$ cat config.mk
export PLATFORM = sky130hd
export DESIGN_NAME = ct_pack
export DESIGN_NICKNAME = d
export VERILOG_FILES = /design/src/rtl/kyber_pkg.sv /design/src/rtl/bit_accum.sv /design/src/rtl/ct_pack.sv
export SDC_FILE = /design/constraint.sdc
export NUM_CORES = 1
export LEC_CHECK = 0
export BUFFER_PORTS_ARGS = -buffer_cell sky130_fd_sc_hd__buf_2
export CAP_MARGIN = 10
export CORE_ASPECT_RATIO = 0.5
export CORE_MARGIN = 2
export CORE_UTILIZATION = 40
export CTS_CLUSTER_SIZE = 30
export DETAILED_ROUTE_END_ITERATION = 7
export GPL_ROUTABILITY_DRIVEN = 0
export HOLD_SLACK_MARGIN = 0.1
export PLACE_DENSITY = 0.65
export SYNTH_ARGS = -nofsm -noshare
export SYNTH_HDL_FRONTEND = slang
export SYNTH_HIERARCHICAL = 1
export SYNTH_SLANG_ARGS = --single-unit
$ cat constraint.sdc
create_clock -name clk -period 3.6 [get_ports clk]
set_clock_uncertainty 0.1 [all_clocks]
set_input_delay 0.18 -clock clk [delete_from_list [all_inputs] [get_ports clk]]
set_output_delay 0.18 -clock clk [all_outputs]
set_load 0.1 [all_outputs]
$ cat src/rtl/kyber_pkg.sv
// kyber_pkg: constants shared by kyber_top, the encapsulation sequencer and ct_pack.
// Holds polynomial-bank slot assignments, ML-KEM-768 compression widths, the
// ciphertext length and the serializer FSM state type.

package kyber_pkg;

   // ML-KEM-768 parameters
   localparam int K      = 3;     // module rank
   localparam int DU     = 10;    // bits per compressed u coefficient
   localparam int DV     = 4;     // bits per compressed v coefficient
   localparam int N_COEF = 256;   // coefficients per polynomial

   // Polynomial-bank slots written by the encapsulation sequencer
   localparam int U_BASE_SLOT = 16;   // u[i] lives in U_BASE_SLOT+i
   localparam int V_SLOT      = 19;

   // Bit-packing accumulator width (7 leftover bits + one 10-bit coefficient fits easily)
   localparam int ACC_W = 24;

   // Ciphertext length in bytes: 256*(K*DU + DV)/8
   function automatic int ct_len(input int k, input int du, input int dv);
      return (N_COEF / 8) * (k * du + dv);
   endfunction

   localparam int CT_BYTES = ct_len(K, DU, DV);   // 1088 for ML-KEM-768

   typedef enum logic [2:0] {
      ST_IDLE,
      ST_FETCH,
      ST_LOAD,
      ST_DRAIN,
      ST_DONE
   } ct_state_t;

endpackage

$ cat src/rtl/bit_accum.sv
// bit_accum: LSB-first bit accumulator; appends a variable-width field, emits bytes from the bottom.
// Latency: append/shift take effect at the next clock edge; acc_byte/acc_cnt are register outputs.
// Backpressure: none internally; the owner only shifts when a byte is actually accepted.
// Ports: clr (empty the accumulator), app_en/app_dat/app_w (append app_w LSBs of app_dat),
//        shift_en (drop the low byte), acc_byte (low 8 bits), acc_cnt (valid bit count).

module bit_accum
   import kyber_pkg::*;
(
   input  logic        clk,
   input  logic        rst_n,
   input  logic        clr,
   input  logic        app_en,
   input  logic [11:0] app_dat,
   input  logic [3:0]  app_w,
   input  logic        shift_en,
   output logic [7:0]  acc_byte,
   output logic [4:0]  acc_cnt
);

   logic [ACC_W-1:0] acc;
   logic [ACC_W-1:0] app_mask;
   logic [ACC_W-1:0] app_bits;

   // Bits of app_dat above app_w are discarded before landing at position acc_cnt.
   always_comb begin
      app_mask = ~({ACC_W{1'b1}} << app_w);
      app_bits = ({{(ACC_W-12){1'b0}}, app_dat} & app_mask) << acc_cnt;
   end

   always_ff @(posedge clk or negedge rst_n) begin
      if (!rst_n) begin
         acc     <= '0;
         acc_cnt <= '0;
      end else if (clr) begin
         acc     <= '0;
         acc_cnt <= '0;
      end else if (app_en) begin
         // Everything at or above acc_cnt is already zero, so OR-in is enough.
         acc     <= acc | app_bits;
         acc_cnt <= acc_cnt + 5'(app_w);
      end else if (shift_en) begin
         acc     <= acc >> 8;
         acc_cnt <= acc_cnt - 5'd8;
      end
   end

   assign acc_byte = acc[7:0];

endmodule

$ cat src/rtl/ct_pack.sv
// ct_pack: serializes compressed u[0..K-1] (DU bits) and v (DV bits) from the bank into c = c1||c2 bytes.
// Latency: rd_en one cycle after start is sampled; 2 cycles per coefficient + 1 per byte with ct_ready high.
// Backpressure: ct_valid/ct_data/ct_last hold while !ct_ready; no further bank reads until the byte drains.
// Ports: start/busy/done (control), rd_en/rd_slot/rd_addr/rd_data (bank port, 1-cycle read latency),
//        ct_data/ct_valid/ct_ready/ct_last (byte stream, ct_last marks the final byte).

module ct_pack #(
   parameter int K           = kyber_pkg::K,
   parameter int DU          = kyber_pkg::DU,
   parameter int DV          = kyber_pkg::DV,
   parameter int U_BASE_SLOT = kyber_pkg::U_BASE_SLOT,
   parameter int V_SLOT      = kyber_pkg::V_SLOT
) (
   input  logic        clk,
   input  logic        rst_n,
   input  logic        start,
   output logic        busy,
   output logic        done,
   output logic        rd_en,
   output logic [4:0]  rd_slot,
   output logic [7:0]  rd_addr,
   input  logic [11:0] rd_data,
   output logic [7:0]  ct_data,
   output logic        ct_valid,
   input  logic        ct_ready,
   output logic        ct_last
);

   import kyber_pkg::*;

   localparam logic [10:0] LAST_BYTE = 11'(ct_len(K, DU, DV) - 1);
   localparam logic [7:0]  LAST_N    = 8'(N_COEF - 1);

   ct_state_t   state, state_nxt;
   logic [2:0]  p, p_nxt;            // polynomial index; K selects v, K+1 means all loaded
   logic [7:0]  n, n_nxt;            // coefficient index
   logic [10:0] byte_cnt, byte_nxt;  // bytes handed off so far

   logic        busy_nxt, done_nxt, rd_en_nxt, ct_valid_nxt, ct_last_nxt;
   logic [4:0]  rd_slot_nxt;
   logic [7:0]  rd_addr_nxt;

   logic        acc_clr, acc_app, acc_shift;
   logic [3:0]  coef_w;
   logic [4:0]  acc_cnt;
   logic [4:0]  cnt_loaded;
   logic        last_coef;

   bit_accum u_accum (
      .clk      (clk),
      .rst_n    (rst_n),
      .clr      (acc_clr),
      .app_en   (acc_app),
      .app_dat  (rd_data),
      .app_w    (coef_w),
      .shift_en (acc_shift),
      .acc_byte (ct_data),
      .acc_cnt  (acc_cnt)
   );

   always_comb begin
      coef_w     = (p < 3'(K)) ? 4'(DU) : 4'(DV);
      cnt_loaded = acc_cnt + 5'(coef_w);
      last_coef  = (p == 3'(K)) && (n == LAST_N);
   end

   always_comb begin
      state_nxt = state;
      p_nxt     = p;
      n_nxt     = n;
      byte_nxt  = byte_cnt;
      acc_clr   = 1'b0;
      acc_app   = 1'b0;
      acc_shift = 1'b0;

      case (state)
         ST_IDLE: begin
            if (start) begin
               state_nxt = ST_FETCH;
               p_nxt     = '0;
               n_nxt     = '0;
               byte_nxt  = '0;
               acc_clr   = 1'b1;
            end
         end
         ST_FETCH: state_nxt = ST_LOAD;
         ST_LOAD: begin
            acc_app = 1'b1;
            n_nxt   = n + 8'd1;
            if (n == LAST_N) p_nxt = p + 3'd1;
            // Skip DRAIN entirely when no whole byte is ready, so every DRAIN cycle offers a byte.
            if (cnt_loaded >= 5'd8)  state_nxt = ST_DRAIN;
            else if (!last_coef)     state_nxt = ST_FETCH;
            else                     state_nxt = ST_DONE;
         end
         ST_DRAIN: begin
            // ct_valid is high throughout DRAIN, so ct_ready alone marks a handshake.
            if (ct_ready) begin
               acc_shift = 1'b1;
               byte_nxt  = byte_cnt + 11'd1;
               if (acc_cnt >= 5'd16)    state_nxt = ST_DRAIN;
               else if (p <= 3'(K))     state_nxt = ST_FETCH;
               else                     state_nxt = ST_DONE;
            end
         end
         ST_DONE: state_nxt = ST_IDLE;
         default: state_nxt = ST_IDLE;
      endcase

      // Outputs are registered from next-state values so nothing reaches a port combinationally.
      busy_nxt     = (state_nxt != ST_IDLE);
      done_nxt     = (state_nxt == ST_DONE);
      rd_en_nxt    = (state_nxt == ST_FETCH);
      ct_valid_nxt = (state_nxt == ST_DRAIN);
      ct_last_nxt  = ct_valid_nxt && (byte_nxt == LAST_BYTE);
      rd_slot_nxt  = rd_slot;
      rd_addr_nxt  = rd_addr;
      if (rd_en_nxt) begin
         rd_slot_nxt = (p_nxt < 3'(K)) ? 5'(U_BASE_SLOT) + 5'(p_nxt) : 5'(V_SLOT);
         rd_addr_nxt = n_nxt;
      end
   end

   always_ff @(posedge clk or negedge rst_n) begin
      if (!rst_n) begin
         state    <= ST_IDLE;
         p        <= '0;
         n        <= '0;
         byte_cnt <= '0;
         busy     <= 1'b0;
         done     <= 1'b0;
         rd_en    <= 1'b0;
         rd_slot  <= '0;
         rd_addr  <= '0;
         ct_valid <= 1'b0;
         ct_last  <= 1'b0;
      end else begin
         state    <= state_nxt;
         p        <= p_nxt;
         n        <= n_nxt;
         byte_cnt <= byte_nxt;
         busy     <= busy_nxt;
         done     <= done_nxt;
         rd_en    <= rd_en_nxt;
         rd_slot  <= rd_slot_nxt;
         rd_addr  <= rd_addr_nxt;
         ct_valid <= ct_valid_nxt;
         ct_last  <= ct_last_nxt;
      end
   end

endmodule
==> metrics.txt <==
# TYPE chip_impl_metric gauge
chip_impl_info{name="rsz_0062_raised_after_global_routing",value="no"} 1
chip_impl_metric{name="overflow",unit=""} 0
chip_impl_metric{name="floorplan.initialDensity",unit="%"} 40.5
chip_impl_metric{name="placement_rows",unit=""} 28
chip_impl_metric{name="synthCells",unit=""} 522
chip_impl_metric{name="via_density_per_instance",unit=""} 5.73
chip_impl_metric{name="die_w",unit="um"} 158
chip_impl_metric{name="fmax",unit="MHz"} 321
chip_impl_metric{name="power.density",unit="nW/um^2"} 955
chip_impl_metric{name="peakVddDrop",unit="V"} 0.000427
chip_impl_metric{name="timing.max_slew.rel_slack",unit="%"} 37.9
chip_impl_metric{name="critical_path_peak_fanout",unit=""} 18
chip_impl_info{name="root_buffer_cell",value="sky130_fd_sc_hd__clkbuf_16"} 1
chip_impl_metric{name="critical_path.max_stage_delay",unit="ns"} 0.56
chip_impl_info{name="run_status",value="finished clean"} 1
chip_impl_metric{name="final.setup.tns",unit="ns"} 0
chip_impl_metric{name="worst-endpoint-arrival",unit="ns"} 3.22
chip_impl_metric{name="die_height",unit="um"} 81
chip_impl_metric{name="max_cap_violations",unit=""} 0
chip_impl_info{name="worstHoldPathType",value="in -> reg"} 1
chip_impl_info{name="synthTopCellsByArea",value="sky130_fd_sc_hd__dfrtp_1, sky130_fd_sc_hd__mux2i_1, sky130_fd_sc_hd__o21ai_0"} 1
chip_impl_metric{name="post_cts_buffers",unit=""} 0
chip_impl_metric{name="grt_start_max_net_pins",unit=""} 72
chip_impl_metric{name="synthesis.yosys.warnings",unit=""} 6
chip_impl_metric{name="fin_crit_sh",unit="%"} 86.5
chip_impl_metric{name="totalWireLength",unit="um"} 11500
chip_impl_metric{name="area_of_the_mapped_netlist",unit="um^2"} 4740
chip_impl_metric{name="netlist-cell-type-count",unit=""} 74
chip_impl_metric{name="cts_buffer_depth",unit=""} 2
chip_impl_metric{name="report.final.hold_viol_count",unit=""} 0
chip_impl_metric{name="setup_viol",unit=""} 0
chip_impl_metric{name="dpl_cell_area",unit="um^2"} 5010
chip_impl_metric{name="fp.coreArea",unit="um^2"} 11700
chip_impl_metric{name="dr.pass1.iters",unit=""} 6
chip_impl_info{name="crit_path_end_kind",value="flip-flop"} 1
chip_impl_metric{name="syn2layout_area_growth",unit="%"} 12.9
chip_impl_metric{name="clock_insertion_delay_worst_skew",unit="ns"} 0.33
chip_impl_metric{name="timing.final.max_slew_violations",unit=""} 0
chip_impl_metric{name="worst_ep_required_time",unit="ns"} 3.71
chip_impl_info{name="synthDominantAreaCellType",value="sky130_fd_sc_hd__dfrtp_1"} 1
chip_impl_metric{name="first_pass_grt_wire_length",unit="um"} 19000
chip_impl_metric{name="portion_of_the_post_synthesis_area_used_by_sequential_elements",unit="%"} 37.5
chip_impl_metric{name="crit_buf_inv",unit=""} 3
chip_impl_metric{name="wl_per_cell",unit="um"} 16.0
chip_impl_metric{name="diodes",unit=""} 0
chip_impl_info{name="top_delay_family_on_crit_path",value="compound AO/OA/AOI/OAI gates"} 1
chip_impl_metric{name="synth.ff_latch_count",unit=""} 71
chip_impl_metric{name="postSynth.asyncResetShare",unit="%"} 100
chip_impl_metric{name="layout_min_cycle_time",unit="ns"} 3.11
chip_impl_metric{name="fin_area",unit="um^2"} 5350
chip_impl_metric{name="pin_count",unit=""} 42
chip_impl_info{name="tritoncts_clock_tree",value="done"} 1
chip_impl_metric{name="synth_top_area_share",unit="%"} 37.5
chip_impl_metric{name="drc",unit=""} 0
chip_impl_metric{name="clkSinkCount",unit=""} 71
chip_impl_metric{name="dp_hpwl",unit="um"} 7980
chip_impl_metric{name="synth.avg_cell_area",unit="um^2"} 9.09
chip_impl_metric{name="design.die.area",unit="um^2"} 12800
chip_impl_metric{name="grt_antenna_before_repair",unit=""} 0
chip_impl_metric{name="cts.htree.levels",unit=""} 3
chip_impl_metric{name="finalNetCount",unit=""} 575
chip_impl_info{name="slowest_cp_cell",value="sky130_fd_sc_hd__or4_4"} 1
chip_impl_metric{name="worst_setup_hold_path_clk_slew",unit="ns"} 0.06
chip_impl_metric{name="count_of_flip_flops_with_a_built_in_enable_after_synthesis",unit=""} 0
chip_impl_metric{name="ant_nets",unit=""} 0
chip_impl_metric{name="worst-slew-pin-transition",unit="ns"} 0.931
chip_impl_metric{name="grt.total_usage",unit="%"} 18.6
chip_impl_info{name="synth-main-ff-cell",value="sky130_fd_sc_hd__dfrtp_1"} 1
chip_impl_metric{name="leakage",unit="nW"} 2.31
chip_impl_info{name="cp-start-kind",value="flip-flop"} 1
chip_impl_info{name="critPathKind",value="reg -> reg"} 1
chip_impl_metric{name="vias",unit=""} 4096
chip_impl_info{name="cp_cell_sequence",value="a21oi_2 -> inv_1 -> buf_4 -> ha_1 -> a21oi_1 -> nor3b_1 -> or4_4 -> o21ai_2 -> inv_2 -> mux2_4"} 1
chip_impl_metric{name="drt_iter0_drc",unit=""} 355
chip_impl_metric{name="drive_gt1_share",unit="%"} 17.1
chip_impl_metric{name="cts_inserted_buffers",unit=""} 9
chip_impl_metric{name="placement.io_buffers",unit=""} 40
chip_impl_metric{name="via_count_of_the_first_global_routing_pass",unit=""} 3850
-- power by group --
part | internal (W) | switching (W) | total, W
registers | 0.00105 | 0.000314 | 0.00137
clock network | 0.000622 | 0.000327 | 0.000949
logic | 0.000929 | 0.00187 | 0.00280
total | 0.00260 | 0.00251 | 0.00511
-- cells in the final DEF (no fill, tap or decap), types with 4 or more instances in the layout --
cell type / n
sky130_fd_sc_hd__mux2_4: 8
sky130_fd_sc_hd__nand2_1: 41
sky130_fd_sc_hd__mux2i_1: 17
sky130_fd_sc_hd__nor3_1: 17
sky130_fd_sc_hd__nand2b_1: 9
sky130_fd_sc_hd__a31oi_1: 7
sky130_fd_sc_hd__o221ai_1: 4
sky130_fd_sc_hd__o31a_1: 6
sky130_fd_sc_hd__nor2_1: 41
sky130_fd_sc_hd__clkbuf_16: 9
sky130_fd_sc_hd__inv_1: 17
sky130_fd_sc_hd__o22ai_1: 8
sky130_fd_sc_hd__a22o_1: 5
sky130_fd_sc_hd__o31ai_1: 4
sky130_fd_sc_hd__nand3_1: 14
sky130_fd_sc_hd__buf_2: 39
sky130_fd_sc_hd__o211ai_1: 5
sky130_fd_sc_hd__xnor2_1: 5
sky130_fd_sc_hd__ha_1: 11
sky130_fd_sc_hd__nor2b_1: 10
sky130_fd_sc_hd__o21ai_0: 33
sky130_fd_sc_hd__a211o_1: 5
sky130_fd_sc_hd__and2_1: 4
sky130_fd_sc_hd__a22oi_1: 6
sky130_fd_sc_hd__buf_4: 9
sky130_fd_sc_hd__nand4_1: 10
sky130_fd_sc_hd__dfrtp_1: 71
sky130_fd_sc_hd__xor2_1: 4
sky130_fd_sc_hd__a21oi_1: 26
sky130_fd_sc_hd__mux2_2: 10
sky130_fd_sc_hd__a211oi_1: 21
-- state kept, by name, indices dropped and copies added (netlist names) --
signal	cells
busy	1
done	1
u_accum/acc	24
rd_slot	4
ct_valid	1
byte_cnt	11
n	8
rd_addr	8
ct_last	1
rd_en	1
state	3
p	3
u_accum/acc_cnt	5
-- final timing paths --
path	start	end	slack, ns	cells after the start
min in group asynchronous	rst_n	u_accum/acc[22]	0.41	2
setup / recovery	p[1]	rd_addr[6]	0.49	10
hold / removal	rd_data[0]	u_accum/acc[0]	0.35	4
max in group asynchronous	rst_n	n[6]	2.36	2
setup reg to reg	p[1]	rd_addr[6]	0.49	10
hold reg to reg	u_accum/acc[19]	u_accum/acc[19]	0.40	2
-- logic make-up after synthesis --
group,share of synthesized area (%)
XOR/XNOR,1.66
flip-flops,37.5
multiplexers,8.97
AND/OR/NAND/NOR,18.6
buffers and inverters,6.09
adder cells (fa/ha/maj),3.75
other,0.0791
AO/OA/AOI/OAI,23.4
-- synthesized netlist by cell type (7+ instances only) --
cell	n
sky130_fd_sc_hd__o21ai_0	33
sky130_fd_sc_hd__o22ai_1	8
sky130_fd_sc_hd__nor2b_1	10
sky130_fd_sc_hd__buf_2	12
sky130_fd_sc_hd__nor2_1	41
sky130_fd_sc_hd__nand2_1	41
sky130_fd_sc_hd__mux2_2	10
sky130_fd_sc_hd__nand4_1	10
sky130_fd_sc_hd__nand2b_1	9
sky130_fd_sc_hd__a211oi_1	21
sky130_fd_sc_hd__mux2_4	8
sky130_fd_sc_hd__clkbuf_1	15
sky130_fd_sc_hd__inv_1	17
sky130_fd_sc_hd__mux2i_1	17
sky130_fd_sc_hd__buf_4	11
sky130_fd_sc_hd__a31oi_1	7
sky130_fd_sc_hd__dfrtp_1	71
sky130_fd_sc_hd__nand3_1	14
sky130_fd_sc_hd__nor3_1	17
sky130_fd_sc_hd__a21oi_1	27
sky130_fd_sc_hd__ha_1	11
-- layout make-up --
cell class,count,area [um^2]
multi-input combinational,393,2690
clock inverter,3,67.6
timing repair buffer,51,293
inverter,20,75.1
tap,165,206
fill,1150,6350
clock buffer,12,246
sequential,71,1780
-- routing by layer --
| metal | routed length (um) | vias up | track usage (%) |
|---|---|---|---|
| met5 | 0 | - | 0 |
| met4 | 157 | 0 | 4.14 |
| met3 | 538 | 16 | 4.54 |
| met2 | 5180 | 90 | 30.0 |
| met1 | 5580 | 1995 | 25.6 |
| li1 | - | 1995 | - |
-- through the flow --
stage,total power [W],setup slack [ns],instances,util [%],hold slack [ns]
6_report,0.00511,0.486,715,45.8,0.351
5_1_grt,0.00545,0.306,715,45.8,0.362
4_1_cts,0.00511,0.458,715,45.8,0.337
3_5_place_dp,0.00414,0.485,697,42.8,0.262
3_3_place_gp,0.00409,0.596,697,42.8,0.288
2_1_floorplan,0.00366,0.0401,524,-,-0.216
-- worst register-to-register path, cell delays in order (launching register included) --
cell and delay [ns]:
sky130_fd_sc_hd__dfrtp_1 0.41, sky130_fd_sc_hd__a21oi_2 0.29, sky130_fd_sc_hd__inv_1 0.13, sky130_fd_sc_hd__buf_4 0.21, sky130_fd_sc_hd__ha_1 0.30, sky130_fd_sc_hd__a21oi_1 0.21
sky130_fd_sc_hd__nor3b_1 0.10, sky130_fd_sc_hd__or4_4 0.56, sky130_fd_sc_hd__o21ai_2 0.17, sky130_fd_sc_hd__inv_2 0.17, sky130_fd_sc_hd__mux2_4 0.33
-- timing repair --
action,CTS,global route
hold buffers,3,0
gates resized for setup,0,0
hold endpoints to repair,73,0
No activity file was read; power rests on OpenSTA's default activity.
